**config.mk**
```make
export PLATFORM = sky130hd
export DESIGN_NAME = reg_dump
export DESIGN_NICKNAME = d
export VERILOG_FILES = /design/src/rtl/reg_dump_pkg.sv /design/src/rtl/reg_dump.sv
export SDC_FILE = /design/constraint.sdc
export NUM_CORES = 1
export LEC_CHECK = 0
export CORE_MARGIN = 5
export CORE_UTILIZATION = 40
export DETAILED_ROUTE_END_ITERATION = 6
export PLACE_DENSITY = 0.85
export SETUP_SLACK_MARGIN = 0.1
export SYNTH_ARGS = -nofsm -noshare
export SYNTH_HDL_FRONTEND = slang
export SYNTH_SLANG_ARGS = --single-unit
```
**constraint.sdc**
```tcl
create_clock -name clk -period 1.8 [get_ports clk]
set_input_delay 0.18 -clock clk [delete_from_list [all_inputs] [get_ports clk]]
set_output_delay 0.18 -clock clk [all_outputs]
set_load 0.005 [all_outputs]
```
**src/rtl/reg_dump_pkg.sv**
```systemverilog
// Shared types and default sizing for the register dump engine.
// Imported by reg_dump and anything that wants its state names.
package reg_dump_pkg;

  localparam int NUM_REGS_DEF = 32;
  localparam int ADDR_W_DEF   = 5;
  localparam int DATA_W_DEF   = 32;

  typedef enum logic [2:0] {
    S_IDLE,
    S_HOLD,
    S_READ,
    S_SEND,
    S_DONE
  } state_t;

endpackage

```
**src/rtl/reg_dump.sv**
```systemverilog
// Streams a range of architectural registers out over valid/ready
// while holding core writeback off the register file.
module reg_dump
  import reg_dump_pkg::*;
#(
  parameter int NUM_REGS = NUM_REGS_DEF,
  parameter int ADDR_W   = ADDR_W_DEF,
  parameter int DATA_W   = DATA_W_DEF
) (
  input  logic              clk,
  input  logic              rst,
  input  logic              start,
  input  logic              abort,
  input  logic [ADDR_W-1:0] first_addr,
  input  logic [ADDR_W-1:0] last_addr,
  output logic [ADDR_W-1:0] rf_addr,
  input  logic [DATA_W-1:0] rf_data,
  output logic              stall_core,
  output logic              out_valid,
  input  logic              out_ready,
  output logic [ADDR_W-1:0] out_addr,
  output logic [DATA_W-1:0] out_data,
  output logic              busy,
  output logic              done
);

  localparam logic [ADDR_W-1:0] TOP_IDX =
    ADDR_W'(NUM_REGS - 1);

  state_t            state;
  state_t            state_nxt;
  logic [ADDR_W-1:0] cur;
  logic [ADDR_W-1:0] end_idx;
  logic [ADDR_W-1:0] cur_inc;
  logic              xfer;
  logic              last_word;

  assign xfer      = (state == S_SEND) && out_ready;
  assign last_word = (cur == end_idx);

  // Index arithmetic wraps at NUM_REGS, not at 2**ADDR_W.
  assign cur_inc = (cur == TOP_IDX) ? '0 : cur + 1'b1;

  always_comb begin
    state_nxt = state;
    unique case (state)
      S_IDLE: if (start) state_nxt = S_HOLD;
      S_HOLD: state_nxt = S_READ;
      S_READ: state_nxt = S_SEND;
      S_SEND: begin
        if (xfer) begin
          state_nxt = last_word ? S_DONE : S_READ;
        end
      end
      S_DONE: state_nxt = S_IDLE;
      default: state_nxt = S_IDLE;
    endcase
    if (abort) state_nxt = S_IDLE;
  end

  always_ff @(posedge clk) begin
    if (rst) begin
      state    <= S_IDLE;
      cur      <= '0;
      end_idx  <= '0;
      out_addr <= '0;
      out_data <= '0;
    end else begin
      state <= state_nxt;
      if (!abort) begin
        if (state == S_IDLE && start) begin
          cur     <= first_addr;
          end_idx <= last_addr;
        end
        if (state == S_READ) begin
          out_addr <= cur;
          out_data <= rf_data;
        end
        if (xfer && !last_word) begin
          cur <= cur_inc;
        end
      end
    end
  end

  assign rf_addr    = cur;
  assign out_valid  = (state == S_SEND);
  assign busy       = (state != S_IDLE);
  assign done       = (state == S_DONE);
  assign stall_core = (state == S_HOLD) ||
                      (state == S_READ) ||
                      (state == S_SEND);

endmodule
```
After elaboration in Yosys (flattened, before gate mapping)
Cells that the tools add are included.
{ "op_classes": {"addsub": 1, "eq_ne": 8, "mux": 7, "bitwise_logic": 1, "n_reduce_logical": 14} }
{ "ops": {"columns": ["op", "n"], "rows": [
  ["2-to-1 mux 5 bit", 3],
  ["case mux 3 bit (4 select lines)", 1],
  ["2-to-1 mux 3 bit", 3],
  ["AND reduction 2 bit", 4],
  ["equality test 3 x 2 -> 1 bit (second input constant)", 2],
  ["adder 5 x 1 -> 5 bit (second input constant)", 1],
  ["equality test 5 bit", 1],
  ["equality test 5 bit (second input constant)", 1],
  ["equality test 3 x 1 -> 1 bit (second input constant)", 1],
  ["equality test 3 bit (second input constant)", 1],
  ["logical AND 1 bit", 3],
  ["logical NOT 3 bit", 1],
  ["nonzero test 3 bit", 1],
  ["logical OR 1 bit", 2],
  ["inequality test 2 x 1 -> 1 bit (second input constant)", 1],
  ["inequality test 2 bit (second input constant)", 1],
  ["nonzero test 2 bit", 1],
  ["OR reduction 2 bit", 1],
  ["logical NOT 1 bit", 1],
  ["inverter 1 bit", 1]
]} }
{ "word_totals": {"regBits": 50, "inputBits": 47, "out_inout_bits": 46, "elab_cells": 36} }

Longest topological paths before layout
{ "depth": {"word_depth": 5, "depth_mapped": 6, "mapped_depth_nobuf": 6} }

Worst setup path before layout
No wires, ideal clock.
{ "synth_path": {"path_kind": "flip-flop to flip-flop", "startpoint": "register cur[0] (netlist: rf_addr[0])", "endpoint": "register cur[0] (netlist: rf_addr[0])", "setup_time_ps": 88, "arrival_time_ps": 1575, "required_time_ps": 1712, "path_slack_ps": 137, "stages_incl_launch_ff": 6, "n_path_buf": 0, "period_less_slack_ps": 1663, "path_cell_list": "dfxtp_1 -> ha_1 -> and3_2 -> ha_1 -> or3_1 -> a311oi_2"} }
{ "synth_between": {"elab_chain_len": 5, "elab_cells_between_ends": 9, "classes_between": "1 x add/sub; 2 x eq/ne; 2 x mux; 4 x reduce/logical"} }
{ "synth_lines": {"columns": ["item", "line", "source"], "rows": [
  ["from (decl)", "reg_dump.sv:32", "logic [ADDR_W-1:0] cur;"],
  ["from (signal assigned)", "reg_dump.sv:72", "cur <= first_addr;"],
  ["from (signal assigned)", "reg_dump.sv:80", "cur <= cur_inc;"],
  ["branches (longest 5 deep; another with adder 5 x 1 -> 5 bit)", null, null]
]} }
Parallel ways; which one is timed is not known.
A chain may end at the register's enable or synchronous reset.

Final worst setup path
{ "layout_path": {"startpoint": "register cur[0] (netlist: rf_addr[0])", "endpoint": "register cur[3] (netlist: rf_addr[3])"} }
The elaborated chain is that of the path after synthesis.

==> impl_results.md <==
- Dpl ws: 24.8 ps
- Post-synthesis xor/xnor area fraction: 2.15%
- Cells after DPL: 401
- Synth Register Bits: 50
- # Post-CTS Setup Buffers: 0
- Slew margin rel.: 69.0%
- CTS Buf Count: 5
- Fraction of layout cells with a size suffix above 1: 11.2%
- WP data required: 2010 ps
- EDFF count, synth: 0
- Worst path cell trace: ha_2 > and3_2 > ha_2 > or4b_1 > o221ai_1
- RePlAce Congestion: 0.984
- Vias per inst: 4.81
- Max-cap violations: 0
- Die ar.: 6610 um^2
- Synth-to-Final Area Change: 57.6%
- Post-CTS Hold Fix Bufs: 0
- Fin crit period: 1630 ps
- Core Box Area: 5010 um^2
- Power per cell area: 652 nW/um^2
- Crit path depth: 5
- Post-synth net total: 292
- First-pass GRT wire length: 8870 um
- Share of total power in combinational logic: 13.5%
- Unrepaired setup endpoints after global routing: true
- CP Buf/Inv Count: 0
- Adder-cell share of the synthesized area: 1.23%
- Starting Density: 40.6%
- N_diodes: 0
- Slew @ Worst Pin: 465 ps
- Netlist Area Pre-Place: 2030 um^2
- Worst path arrival time: 1840 ps
- Netlist cell types: 37
- Longest Clk Path Bufs: 2
- Hpwl dp: 4140 um
- Finished Core Util: 64.0%
- Num ports: 93
- Outcome: complete, no violations
- Worst-path maximum fanout: 5
- Syn_area_per_cell: 8.37 um^2
- Crit start category: flop
- Total iterations of the first detailed-routing run: 4
- Initial antenna violation count: 0
- Via count: 1967
- Remaining DRCs: 0
- Seq/Total Area, Yosys: 49.2%
- Grt ovf: 0
- Avg WL per Cell: 13.6 um
- Synth Area in Compound Gates: 14.9%
- Clk Tree Root Cell: clkbuf_8
- FILL cells: 471
- Pin count of the biggest net entering global routing: 45
- Synth Flop Type: dfxtp_1
- Clock Power Share: 31.6%
- Fin. max-slew vios: 0
- Clock Skew: 6.04 ps
- Die Y: 81.3 um
- Fin nets: 387
- Die X: 81.3 um
- Worst Setup Path Type: flop to flop
- Fin Setup TNS: 0 ps
- Register-to-Register Path Depth: 5
- Worst hold stages: 3
- Asr flop ratio synth: 0%
- Resized cells post-CTS: 7
- I/O Buffers: 92
- Final Hold Viols: 0
- Final worst-path cycle share: 90.6%
- Clk sink count: 50
- Aggregate global-route resource usage: 17.0%
- Main combinational cell family by area after synthesis: simple AND/OR/NAND/NOR gates
- Worst-skew pair later-pin latency: 290 ps
- Post-route ant nets: 0
- Post-synthesis mux area share: 3.45%
- Final WS setup: 168 ps
- CP max stage delay: 530 ps
- Type of the tightest min-delay check: input port to flop
- Cell mode on critical path: ha_2
- Switching power: 0.000484 W
- Synth Area in Simple Gates: 25.9%
- Mapped Cells: 243
- CTS H-tree lvls: 2
- Vias in the first global route: 2009
- Total power: 0.00209 W
- Worst vdd ir: 0.000496 V
- Endpoint type of the worst setup path: flop
- Crit path max-delay family: simple AND/OR/NAND/NOR gates
- CTS tree: done
- Switching fraction of total power: 23.2%
- Cell internal pwr: 0.00161 W
- Critical path's slowest cell: or4b_1
- Std cell rows: 26
- DRT iter0 DRCs: 55
- Max Clock Freq: 613 MHz
- Routed wire length: 5560 um
- Sequential power share: 54.9%
- Synth warnings: 0
- Post-route insts no fill: 409
- Final number of setup-violating endpoints: 0
- Lkg Pwr: 1.15 nW
- Clock Pin Slew Worst Setup and Hold Paths: 90 ps
-- state kept, by name, summed over array words and instances, names as in the netlist --
name,count
end_idx,5
out_data,32
out_addr,5
rf_addr,5
state,3
-- layout by cell type (no fill, tap or decap), types with 2 or more instances in the layout --
cell and n:
clkdlybuf4s50_1 90, nand2_1 80, dfxtp_1 45, a21oi_1 40, nor2_1 9, buf_4 8
mux2i_1 7, clkbuf_8 6, xnor2_1 5, dfxtp_2 4, or3_1 2, nand3_1 2
a22oi_1 2, o221ai_1 2, o31ai_1 2, nor3_1 2, ha_2 2, buf_12 2
-- metal layers --
layer,part of all wire [%],vias up,wire (um),global-route usage (%)
li1,-,1002,-,-
met5,0,-,0,0
met2,49,73,2730,31.1
met3,9.0,6,500,6.98
met1,41,886,2270,18.1
met4,1.1,0,61,4.05
-- power by group through the flow --
| stage | logic, W | registers [W] | clock network [W] |
|---|---|---|---|
| floorplan | 0.000107 | 0.00117 | 0 |
| global placement | 0.000276 | 0.00117 | 0 |
| detailed placement | 0.000280 | 0.00117 | 0 |
| CTS | 0.000281 | 0.00115 | 0.000691 |
| global route | 0.000302 | 0.00115 | 0.000739 |
| finish | 0.000282 | 0.00115 | 0.000660 |
-- cell families (layout without fill, tap and decap cells) --
| family | count (synthesis) | in the layout |
|---|---|---|
| fa+ha+maj | 2 | 2 |
| flops | 50 | 50 |
| mux | 7 | 7 |
| compound gates | 51 | 51 |
| buf+inv | 15 | 111 |
| xor+xnor | 5 | 5 |
| simple gates | 113 | 113 |
-- worst reg2reg max path: stages, from the launching register on --
cell	delay (ps)
dfxtp_1	330
ha_2	200
and3_2	210
ha_2	200
or4b_1	530
o221ai_1	80
-- area by class of cell --
type	count	area, um^2	area share [%]
inverter	1	3.75	0.117
timing repair buffer	102	1010	31.7
multi-input combinational	178	993	31.0
clock inverter	2	12.5	0.390
tap	70	87.6	2.73
sequential	50	1010	31.5
clock buffer	6	82.6	2.58
-- stage by stage --
stage	hold WS [ps]	instance area, um^2
CTS	268	3190
finish	264	3200
detailed placement	447	3080
global route	281	3200
global placement	442	3080
floorplan	258	2030
-- path summary, 6_finish.rpt --
kind / end / slack [ps] / from
worst max-delay path: rf_addr[3] / 170 / rf_addr[0]
worst min-delay path: rf_addr[2] / 260 / rst
worst max register to register: rf_addr[3] / 170 / rf_addr[0]
worst min register to register: out_data[18] / 460 / out_data[18]
-- Yosys cell counts (2+ instances only) --
| library cell | number | area [um^2] |
|---|---|---|
| ha_1 | 2 | 25.0 |
| nor2_1 | 10 | 37.5 |
| nor3_1 | 2 | 10.0 |
| dfxtp_1 | 50 | 1000 |
| nor4_1 | 2 | 12.5 |
| or3_1 | 2 | 12.5 |
| o31ai_1 | 2 | 15.0 |
| nand2_1 | 80 | 300 |
| nand3_1 | 2 | 10.0 |
| xnor2_1 | 5 | 43.8 |
| o221ai_1 | 2 | 17.5 |
| buf_2 | 6 | 30.0 |
| a21oi_1 | 40 | 200 |
| mux2i_1 | 7 | 70.1 |
| clkbuf_1 | 8 | 30.0 |
| a22oi_1 | 2 | 15.0 |
(Power assumes the default switching activity.)
